[src/rtl/ir_fetch_unit.sv]
// ir_fetch_unit: multi-byte instruction register with a PC-driven fetch sequencer.
// On start it reads INSTR_BYTES consecutive bytes from a combinational-read
// byte memory at PC and packs them little-endian into the IR, advancing PC
// once per byte, then pulses done for one cycle.
// Optional build macro IR_FETCH_ABORT_EN adds an abort input that cancels a
// fetch in progress and an aborted output that pulses one cycle afterwards.
module ir_fetch_unit #(
  parameter  int DATA_W      = 8,
  parameter  int ADDR_W      = 8,
  parameter  int INSTR_BYTES = 2,
  localparam int SEL_W       = (INSTR_BYTES > 1) ? $clog2(INSTR_BYTES) : 1,
  localparam int IR_W        = DATA_W * INSTR_BYTES
) (
  input  logic              clk,
  input  logic              rst,
  input  logic              start,
  input  logic              pc_load,
  input  logic [ADDR_W-1:0] pc_load_val,
  input  logic              ir_en,
  input  logic [1:0]        ir_funsel,
  input  logic [SEL_W-1:0]  ir_byte_sel,
  input  logic [DATA_W-1:0] ir_load_val,
  input  logic [DATA_W-1:0] mem_data,
`ifdef IR_FETCH_ABORT_EN
  input  logic              abort,
  output logic              aborted,
`endif
  output logic [ADDR_W-1:0] mem_addr,
  output logic              mem_cs,
  output logic              mem_wr,
  output logic [ADDR_W-1:0] pc_out,
  output logic [IR_W-1:0]   ir_out,
  output logic              busy,
  output logic              done
);

  typedef enum logic [1:0] {
    IDLE = 2'd0,
    READ = 2'd1,
    DONE = 2'd2
  } state_t;

  state_t            state;
  state_t            state_nxt;
  logic [ADDR_W-1:0] pc;
  logic [IR_W-1:0]   ir;
  logic [SEL_W-1:0]  cnt;
  logic              last_byte;
  logic              abort_hit;

  // Program counter advance; wraps from all-ones back to zero.
  function automatic logic [ADDR_W-1:0] pc_advance(input logic [ADDR_W-1:0] p);
    return p + ADDR_W'(1);
  endfunction

  // Whole-IR increment, modulo 2^IR_W.
  function automatic logic [IR_W-1:0] ir_wrap_inc(input logic [IR_W-1:0] v);
    return v + IR_W'(1);
  endfunction

  // Whole-IR decrement, modulo 2^IR_W.
  function automatic logic [IR_W-1:0] ir_wrap_dec(input logic [IR_W-1:0] v);
    return v - IR_W'(1);
  endfunction

  // Replace one byte slot; a selector beyond the last slot matches nothing,
  // so the IR is returned unchanged.
  function automatic logic [IR_W-1:0] ir_put_slot(input logic [IR_W-1:0]   v,
                                                  input logic [SEL_W-1:0]  sel,
                                                  input logic [DATA_W-1:0] b);
    logic [IR_W-1:0] r;
    r = v;
    for (int k = 0; k < INSTR_BYTES; k++) begin
      if (sel == SEL_W'(k)) begin
        r[k*DATA_W +: DATA_W] = b;
      end
    end
    return r;
  endfunction

  // Direct IR operation selected by ir_funsel.
  function automatic logic [IR_W-1:0] ir_apply_op(input logic [IR_W-1:0]   v,
                                                  input logic [1:0]        fsel,
                                                  input logic [SEL_W-1:0]  sel,
                                                  input logic [DATA_W-1:0] b);
    logic [IR_W-1:0] r;
    case (fsel)
      2'b00:   r = '0;
      2'b01:   r = ir_put_slot(v, sel, b);
      2'b10:   r = ir_wrap_dec(v);
      default: r = ir_wrap_inc(v);
    endcase
    return r;
  endfunction

  assign last_byte = (cnt == SEL_W'(INSTR_BYTES - 1));

`ifdef IR_FETCH_ABORT_EN
  assign abort_hit = (state == READ) && abort;
`else
  assign abort_hit = 1'b0;
`endif

  // State register.
  always_ff @(posedge clk) begin
    if (rst) begin
      state <= IDLE;
    end else begin
      state <= state_nxt;
    end
  end

  // Next-state and control outputs.
  always_comb begin
    state_nxt = state;
    mem_cs    = 1'b1;
    busy      = 1'b0;
    done      = 1'b0;
    case (state)
      IDLE: begin
        if (start) begin
          state_nxt = READ;
        end
      end
      READ: begin
        mem_cs = 1'b0;
        busy   = 1'b1;
        if (abort_hit) begin
          state_nxt = IDLE;
        end else if (last_byte) begin
          state_nxt = DONE;
        end
      end
      DONE: begin
        busy      = 1'b1;
        done      = 1'b1;
        state_nxt = IDLE;
      end
      default: begin
        state_nxt = IDLE;
      end
    endcase
  end

  // PC, IR and byte counter: IDLE-side direct operations and READ-side capture.
  always_ff @(posedge clk) begin
    if (rst) begin
      pc  <= '0;
      ir  <= '0;
      cnt <= '0;
    end else begin
      case (state)
        IDLE: begin
          if (pc_load) begin
            pc <= pc_load_val;
          end
          if (ir_en) begin
            ir <= ir_apply_op(ir, ir_funsel, ir_byte_sel, ir_load_val);
          end
          if (start) begin
            cnt <= '0;
          end
        end
        READ: begin
          if (!abort_hit) begin
            ir  <= ir_put_slot(ir, cnt, mem_data);
            pc  <= pc_advance(pc);
            cnt <= cnt + SEL_W'(1);
          end
        end
        default: begin
        end
      endcase
    end
  end

`ifdef IR_FETCH_ABORT_EN
  // One-cycle pulse in the cycle following an accepted abort.
  always_ff @(posedge clk) begin
    if (rst) begin
      aborted <= 1'b0;
    end else begin
      aborted <= abort_hit;
    end
  end
`endif

  assign mem_addr = pc;
  assign pc_out   = pc;
  assign ir_out   = ir;
  assign mem_wr   = 1'b0;

endmodule

[config.mk]
export PLATFORM = sky130hd
export DESIGN_NAME = ir_fetch_unit
export DESIGN_NICKNAME = d
export VERILOG_FILES = /design/src/rtl/ir_fetch_unit.sv
export SDC_FILE = /design/constraint.sdc
export NUM_CORES = 1
export LEC_CHECK = 0
export ABC_CLOCK_PERIOD_IN_PS = 3000
export BUFFER_PORTS_ARGS = -buffer_cell sky130_fd_sc_hd__buf_2
export CORE_MARGIN = 10
export CORE_UTILIZATION = 48
export CTS_CLUSTER_DIAMETER = 100
export DETAILED_ROUTE_END_ITERATION = 7
export GPL_ROUTABILITY_DRIVEN = 0
export PLACE_DENSITY = 0.77
export SETUP_SLACK_MARGIN = 0.15
export SLEW_MARGIN = 20
export SYNTH_ARGS = -nofsm -noshare
export SYNTH_HDL_FRONTEND = slang
export SYNTH_SLANG_ARGS = --single-unit
[constraint.sdc]
create_clock -name clk -period 3 [get_ports clk]
set_clock_uncertainty 0.05 [all_clocks]
set_input_delay 0.45 -clock clk [delete_from_list [all_inputs] [get_ports clk]]
set_output_delay 0.45 -clock clk [all_outputs]
set_load 0.01 [all_outputs]
==> results_dict.tcl, run 1 <==
set metrics [dict create \
    status "finished clean" \
    max_freq_ghz 0.386 \
    drtPass1Iterations 5 \
    finalHoldViolations 0 \
    io_pins 68 \
    worstReg2RegStart "ir_out[1]$_SDFFE_PP0P_" \
    clkSinkCount 27 \
    insertion_delay_ps 280 \
    p_clk_share_pct 15.6 \
    grt_use_total_pct 17.3 \
    power_frac_seq_pct 36.7 \
    fill_cells 471 \
    antenna_found_initial 0 \
    muxShareOfSynthArea_pct 2.05 \
    synth.most_common_cell "a21oi_1" \
    switching_share_pct 43.9 \
    async_reset_ff_share_pct 0 \
    synth_top_cell_area_share_pct 22.2 \
    drc 0 \
    setup_viol 0 \
    drv_cap 0 \
    synth_ff_type "dfxtp_1" \
    max-vdd-ir-drop_v 0.000334 \
    fin_nets 430 \
    yosysTopAreaCell "dfxtp_1" \
    finalSetupTns_ps 0 \
    synth_commonest_cells "a21oi_1, nor2_1, dfxtp_1" \
    syn_to_final_growth_pct 13.7 \
    coreArea_sq_mm 0.00482 \
    via_per_inst 5.87 \
    postCtsResizedCells 0 \
    combinationalPowerShare_pct 47.7 \
    utilization_pct 57.6 \
    start_util_pct 50.6 \
    grt_pass1_vias 2523 \
    drtAntennaViolNets 0 \
    dr.first_iter.drc_count 233 \
    die_y_um 91.3 \
    hold_path.startpoint "start" \
    syn_nets 391 \
    worstPathArrival_ps 2710 \
    hold_buffers 0 \
    die-area_sq_mm 0.00833 \
    fin_crit_sh_pct 86.3 \
    ys_seq_elements 27 \
    synth_adder_area_share_pct 2.57 \
    powerDensity_mw_per_mm2 511 \
    synth_cells 354 \
    worstMarginPinSlew_ps 531 \
    hold_ws_ps 455 \
    crit_path_start "ir_out[1]$_SDFFE_PP0P_" \
    diodes 0 \
    netlist_top_cells_area "dfxtp_1, a21oi_1, xnor2_1, nor2_1, nand2_1" \
    seq_area_sq_um 541 \
    leakagePower_nw 1.18 \
    syn_area_sq_mm 0.00244 \
    multi_input_area_sq_mm 0.00165 \
    synth-edff-count 0 \
    critPathLaunchType "flop" \
    htreeDepth 1 \
    grt_pass1_wl_um 12300 \
    dp_hpwl_um 5650 \
    wire_per_inst_um 16.5 \
    wl_met2_um 3490 \
    required_ps 3120 \
    tritoncts "yes" \
    synth_top_family_by_area "simple AND/OR/NAND/NOR gates" \
    cts_buffers 3 \
    maxSlewHeadroom_pct 64.6 \
    dr_wl_met3_um 468 \
    p_int_mw 0.795 \
    path_clk_slew_ps 100 \
    path_class "reg -> reg" \
    cp-end-kind "flop" \
    post_synth_and_or_nand_nor_area_fraction_pct 27.6 \
    synth_seq_area_share_pct 22.2 \
    num_rows 25 \
    grt_overflow 0 \
    min_path_type "in -> reg" \
    synth.distinct_cells 53 \
    synth-xor-area-share_pct 7.90 \
    wl_met1_um 3470 \
    cts_buffer_depth 2 \
    layout-drive-gt1-share_pct 22.4 \
    vias 2696 \
    top_layer_used "met4" \
    port_buffers 66 \
    die_w_um 91.3 \
    rsz0062_at_grt "false" \
    slew_viol_final 0 \
    switchingPower_mw 0.622 \
    fin_crit_ps 2590 \
    wirelength_um 7560 \
    syn_avg_cell_area_sq_um 6.89 \
    cts-root-buf "clkbuf_8" \
    grt_max_degree 27 \
    yosys_warnings 0 \
    synth_compound_area_share_pct 27.1 \
    cts_setup_buffers 0 \
    path_max_fanout 13 \
]
==> logic make-up after synthesis <==
family	count (synthesis)
adder cells (fa/ha/maj)	5
AND/OR/NAND/NOR	137
XOR/XNOR	22
flip-flops	27
multiplexers	5
AO/OA/AOI/OAI	104
buffers and inverters	53
other	1
==> flip-flops by register name, summed over array words and instances, names as in the netlist <==
register  count
ir_out       16
cnt           1
state         2
mem_addr      8
==> placed cells by master, fill, tap and decap left out, types with 3 or more instances in the layout <==
cell type | netlist | final
a211o_1 | 5 | 5
a21o_1 | 4 | 4
a21oi_1 | 50 | 50
a31oi_1 | 4 | 4
buf_2 | 5 | 66
buf_4 | 10 | 11
clkbuf_8 | 0 | 3
dfxtp_1 | 27 | 27
ha_1 | 5 | 5
inv_1 | 8 | 8
mux2i_1 | 5 | 5
nand2_1 | 26 | 26
nand3_1 | 18 | 18
nand4_1 | 6 | 6
nor2_1 | 41 | 41
nor2b_1 | 3 | 3
nor3_1 | 16 | 16
nor3b_1 | 3 | 3
o21ai_0 | 13 | 13
o31ai_1 | 3 | 3
o41ai_1 | 6 | 6
or3_1 | 6 | 6
or4_1 | 4 | 4
xnor2_1 | 18 | 18
xor2_1 | 4 | 4
==> final cells by class <==
class | instances | share of cell area [%]
inverter | 10 | 1.35
timing repair buffer | 77 | 14.9
tap | 67 | 3.02
clock inverter | 1 | 0.181
sequential | 27 | 19.5
clock buffer | 3 | 1.49
multi-input combinational | 274 | 59.6
==> routing by layer <==
layer,up-vias,track usage (%)
met5,-,0
met4,0,5.87
met3,13,2.72
met2,121,28.2
met1,1236,22.4
li1,1326,-
==> path summary, 6_finish.rpt <==
| kind | slack (ps) | end | cells after the start |
|---|---|---|---|
| min | 460 | state[1]$_SDFFE_PP0P_ | 4 |
| min reg2reg | 470 | ir_out[15]$_SDFFE_PP0P_ | 2 |
| max | 410 | ir_out[12]$_SDFFE_PP0P_ | 8 |
| max reg2reg | 410 | ir_out[12]$_SDFFE_PP0P_ | 8 |
==> critical path, cell delays in order, from the launching register on <==
cell	delay, ps
dfxtp_1	600
xnor2_1	170
ha_1	340
a41oi_2	210
a2111oi_4	410
mux2i_1	150
a211o_1	320
a21oi_1	140
a21oi_1	80
==> power by group through the flow <==
| stage | combinational, mW | clock, mW | sequential (mW) |
|---|---|---|---|
| final | 0.676 | 0.221 | 0.520 |
| after global routing | 0.746 | 0.236 | 0.531 |
| after CTS | 0.673 | 0.222 | 0.515 |
| after detailed placement | 0.668 | 0 | 0.524 |
| after global placement | 0.660 | 0 | 0.522 |
| after floorplan | 0.532 | 0 | 0.479 |
==> through the flow <==
step                      total power, mW  setup WS (ps)  area (sq um)  std cells
after CTS                            1.41            491          2770        459
after detailed placement             1.19            359          2730        455
after floorplan                      1.01            161          2450        354
after global placement               1.18            415          2730        455
final                                1.42            412          2770        459
after global routing                 1.51            235          2770        459
Power figures use the tool's default switching activity.
==> run 2: changes to the inputs <==
--- a/config.mk
+++ b/config.mk
@@ -13,6 +13,7 @@
 export DETAILED_ROUTE_END_ITERATION = 7
 export GPL_ROUTABILITY_DRIVEN = 0
 export PLACE_DENSITY = 0.77
+export REMOVE_ABC_BUFFERS = 1
 export SETUP_SLACK_MARGIN = 0.15
 export SLEW_MARGIN = 20
 export SYNTH_ARGS = -nofsm -noshare
==> results_dict.tcl, run 2 (synthesis gave the netlist of run 1 again) <==
set metrics [dict create \
    drc 0 \
    via_per_inst 5.92 \
    wirelength_um 7100 \
    vias 2710 \
    crit_chain "xnor2_1 -> ha_1 -> a41oi_1 -> o32ai_1 -> a21oi_1 -> xnor2_1 -> a21oi_1 -> o41ai_1" \
    diodes 0 \
    port_buffers 66 \
    grt_pass1_vias 2679 \
    path_max_fanout 13 \
    dp_hpwl_um 5310 \
    seq_area_sq_um 541 \
    insertion_delay_ps 280 \
    status "finished clean" \
    worstMarginPinSlew_ps 565 \
    path_clk_slew_ps 100 \
    crit_path_top_delay_cell "dfxtp_1" \
    wire_per_inst_um 15.5 \
    cts_buffer_depth 2 \
    io_pins 68 \
    largest_reg_flops 16 \
    die_y_um 91.3 \
    finalHoldViolations 0 \
    fin_crit_ps 2530 \
    final_common_cell "buf_2" \
    crit_family "compound AO/OA/AOI/OAI gates" \
    grt_max_degree 27 \
    grt_pass1_wl_um 12100 \
    drtAntennaViolNets 0 \
    max-vdd-ir-drop_v 0.000211 \
    start_util_pct 50.6 \
    fin_area_sq_mm 0.00276 \
    setup_viol 0 \
    required_ps 3120 \
    fin_nets 429 \
    min_path_type "in -> reg" \
    path_buf_inv 0 \
    slowest_delay_ps 590 \
    max_freq_ghz 0.395 \
    die_w_um 91.3 \
    grt_use_total_pct 16.6 \
    slew_viol_final 0 \
    grt_overflow 0 \
    layout-drive-gt1-share_pct 21.7 \
    powerDensity_mw_per_mm2 505 \
    maxSlewHeadroom_pct 61.3 \
    cts_setup_buffers 0 \
    syn_to_final_growth_pct 13.0 \
    critPathLaunchType "flop" \
    fin_crit_sh_pct 84.4 \
    fill_cells 493 \
    clkSinkCount 27 \
    hold_buffers 0 \
    num_rows 25 \
    cts-root-buf "clkbuf_8" \
    rsz0062_at_grt "false" \
    finalSetupTns_ps 0 \
    htreeDepth 1 \
    path_class "reg -> reg" \
    multi_input_area_sq_mm 0.00164 \
    tritoncts "yes" \
    dpl-instance-area_sq_mm 0.00271 \
    dr.first_iter.drc_count 224 \
    drtPass1Iterations 5 \
    cts_buffers 3 \
    die-area_sq_mm 0.00833 \
    worstPathArrival_ps 2650 \
    cp-end-kind "flop" \
    layout_common_cells "buf_2, a21oi_1, nor2_1" \
    antenna_found_initial 0 \
    drv_cap 0 \
    postCtsResizedCells 0 \
    leakagePower_nw 1.17 \
    coreArea_sq_mm 0.00482 \
]
## run 2: cell count changes in the layout (fill, tap and decap cells not counted), sizes merged
cell    change
buf         -1
clkbuf      +1
clkinv      -1
## run 2: worst register-to-register path, delay by kind of cell, from the launching register on
family,cells,cell delay [ps]
XOR/XNOR,2,340
adder cells (fa/ha/maj),1,330
AO/OA/AOI/OAI,5,1130
flip-flops,1,590
## run 2: through the flow
step | worst slack (ps) | cells | utilization (%) | power (mW) | hold WS, ps
after floorplan | 278 | 311 | - | 0.950 | 453
after global placement | 386 | 454 | 56.3 | 1.17 | 445
after detailed placement | 350 | 454 | 56.3 | 1.18 | 457
after CTS | 495 | 458 | 57.2 | 1.39 | 407
after global routing | 216 | 458 | 57.2 | 1.51 | 435
final | 468 | 458 | 57.2 | 1.39 | 411
## run 2: routing by layer
metal | part of all wire (%) | global-route usage (%) | up-vias
met5 | 0 | 0 | -
met4 | 2.0 | 6.14 | 0
met3 | 9.1 | 4.53 | 16
met2 | 44 | 26.6 | 130
met1 | 44 | 20.8 | 1231
li1 | - | - | 1333
## run 2: layout make-up
| class | instances | area share, % |
|---|---|---|
| clock buffers | 4 | 1.63 |
| inverters | 10 | 1.36 |
| multi-input cells | 274 | 59.6 |
| flip-flops and latches | 27 | 19.6 |
| well taps | 67 | 3.04 |
| repair buffers | 76 | 14.7 |
## run 2: path summary, 6_finish.rpt
check | from | slack [ps] | endpoint | cells past startpoint
worst max-delay path | ir_out[1]$_SDFFE_PP0P_ | 470 | ir_out[10]$_SDFFE_PP0P_ | 8
worst min-delay path | ir_load_val[4] | 410 | ir_out[12]$_SDFFE_PP0P_ | 3
worst max register to register | ir_out[1]$_SDFFE_PP0P_ | 470 | ir_out[10]$_SDFFE_PP0P_ | 8
worst min register to register | ir_out[15]$_SDFFE_PP0P_ | 470 | ir_out[15]$_SDFFE_PP0P_ | 2
## run 2: power by group
group / total (mW) / switching [mW] / internal, mW
registers: 0.518 / 0.110 / 0.408
clock network: 0.214 / 0.119 / 0.0955
logic: 0.660 / 0.370 / 0.290
total: 1.39 / 0.599 / 0.793
==> run 3: changes to the inputs <==
--- a/config.mk
+++ b/config.mk
@@ -5,14 +5,14 @@
 export SDC_FILE = /design/constraint.sdc
 export NUM_CORES = 1
 export LEC_CHECK = 0
-export ABC_CLOCK_PERIOD_IN_PS = 3000
+export ABC_CLOCK_PERIOD_IN_PS = 2350
 export BUFFER_PORTS_ARGS = -buffer_cell sky130_fd_sc_hd__buf_2
 export CORE_MARGIN = 10
-export CORE_UTILIZATION = 48
+export CORE_UTILIZATION = 53
 export CTS_CLUSTER_DIAMETER = 100
 export DETAILED_ROUTE_END_ITERATION = 7
 export GPL_ROUTABILITY_DRIVEN = 0
-export PLACE_DENSITY = 0.77
+export PLACE_DENSITY = 0.81
 export REMOVE_ABC_BUFFERS = 1
 export SETUP_SLACK_MARGIN = 0.15
 export SLEW_MARGIN = 20
==> constraint.sdc (replaced) <==
create_clock -name clk -period 2.35 [get_ports clk]
set_clock_uncertainty 0.05 [all_clocks]
set_input_delay 0.3525 -clock clk [delete_from_list [all_inputs] [get_ports clk]]
set_output_delay 0.3525 -clock clk [all_outputs]
set_load 0.01 [all_outputs]
==> results_dict.tcl, run 3 (synthesis gave the netlist of run 1 again) <==
set metrics [dict create \
    status "finished clean" \
    grt_max_degree 26 \
    dp_hpwl_um 5700 \
    largest_reg_flops 16 \
    worst_path_most_repeated_cell "or3_4" \
    fill_cells 393 \
    r2r_slack_ps 120 \
    vias 2851 \
    powerDensity_mw_per_mm2 649 \
    final_common_cell "buf_2" \
    cts_buffer_depth 2 \
    die_w_um 87.8 \
    tritoncts "yes" \
    cts_buffers 3 \
    grt_pass1_wl_um 12600 \
    instances_no_fill 466 \
    wire_per_inst_um 17.0 \
    grt_overflow 0 \
    wirelength_um 7940 \
    die-area_sq_mm 0.00771 \
    clkSinkCount 27 \
    io_pins 68 \
    grt_pass1_vias 2733 \
    rsz0062_at_grt "true" \
    crit_chain "or3_4 -> or3_4 -> a2111oi_4 -> mux2i_1 -> a211o_1 -> a21oi_2 -> a21oi_1" \
    die_y_um 87.8 \
    drtPass1Iterations 5 \
    start_util_pct 55.2 \
    path_clk_slew_ps 100 \
    fin_crit_sh_pct 94.8 \
    dpl-instance-area_sq_mm 0.00286 \
    min_path_type "in -> reg" \
    slowest_delay_ps 400 \
    drtAntennaViolNets 0 \
    path_buf_inv 0 \
    setup_viol 0 \
    critPathLaunchType "flop" \
    drv_cap 0 \
    port_buffers 66 \
    max_freq_ghz 0.449 \
    worstMarginPinSlew_ps 565 \
    required_ps 2480 \
    htreeDepth 1 \
    max-vdd-ir-drop_v 0.000430 \
    layout_common_cells "buf_2, a21oi_1, nor2_1" \
    path_max_fanout 2 \
    fin_nets 452 \
    dp_cells 460 \
    syn_to_final_growth_pct 23.2 \
    grt_use_total_pct 19.4 \
    finalHoldViolations 0 \
    num_rows 24 \
    leakagePower_nw 1.32 \
    fin_area_sq_mm 0.00301 \
    cp-end-kind "flop" \
    worstPathArrival_ps 2350 \
    cts-root-buf "clkbuf_8" \
    via_per_inst 6.12 \
    coreArea_sq_mm 0.00441 \
    layout-drive-gt1-share_pct 30.0 \
    diodes 0 \
    slew_viol_final 0 \
    hold_buffers 0 \
    crit_path_top_delay_cell "or3_4" \
    insertion_delay_ps 280 \
    path_class "reg -> reg" \
    fin_crit_ps 2230 \
    dr.first_iter.drc_count 260 \
    crit_family "compound AO/OA/AOI/OAI gates" \
    maxSlewHeadroom_pct 62.3 \
    drc 0 \
    antenna_found_initial 0 \
]
==> run 3: stage by stage <==
stage / utilization (%) / total power, mW / worst slack [ps] / hold WS [ps] / setup TNS, ps
detailed placement: 64.9 / 1.59 / -144 / 449 / -619
CTS: 66.7 / 1.89 / 154 / 322 / 0
global placement: 64.9 / 1.56 / -91.8 / 442 / -176
floorplan: - / 1.21 / -274 / 372 / -978
global route: 68.1 / 2.07 / 23.0 / 335 / 0
finish: 68.1 / 1.95 / 123 / 318 / 0
==> run 3: metal layers <==
layer | GRT usage [%] | share of wire [%]
met1 | 23.2 | 42
met2 | 33.5 | 48
met3 | 3.81 | 9.1
met4 | 6.67 | 1.5
met5 | 0 | 0
==> run 3: worst register-to-register path: stages (launching register included) <==
cell,delay [ps]
dfxtp_2,330
or3_4,380
or3_4,400
a2111oi_4,320
mux2i_1,150
a211o_1,290
a21oi_2,130
a21oi_1,70
==> run 3: cell type report <==
type                       instances  area (sq um)  share of cell area [%]
clock buffer                       4          45.0                    1.50
inverter                          10          37.5                    1.25
multi-input combinational        274          1720                    57.3
sequential                        27           546                    18.2
tap                               52          65.1                    2.16
timing repair buffer              99           591                    19.7
==> run 3: path summary, 6_finish.rpt <==
kind / endpoint / depth (start not counted) / from
min: ir_out[12]$_SDFFE_PP0P_ / 3 / ir_load_val[4]
max reg2reg: ir_out[12]$_SDFFE_PP0P_ / 7 / ir_out[10]$_SDFFE_PP0P_
min reg2reg: ir_out[15]$_SDFFE_PP0P_ / 2 / ir_out[15]$_SDFFE_PP0P_
max: ir_out[12]$_SDFFE_PP0P_ / 7 / ir_out[10]$_SDFFE_PP0P_
==> run 3: power by group <==
group          internal, mW  total (mW)  switching [mW]
clock network         0.122       0.277           0.155
registers             0.522       0.619          0.0967
logic                 0.465        1.05           0.590
==> run 3: repair_timing <==
item / in CTS / in global routing
gates resized for setup: 4 / 14
pin swaps: 5 / 4
setup buffers: 2 / 0
endpoints found under the setup margin: 4 / 9
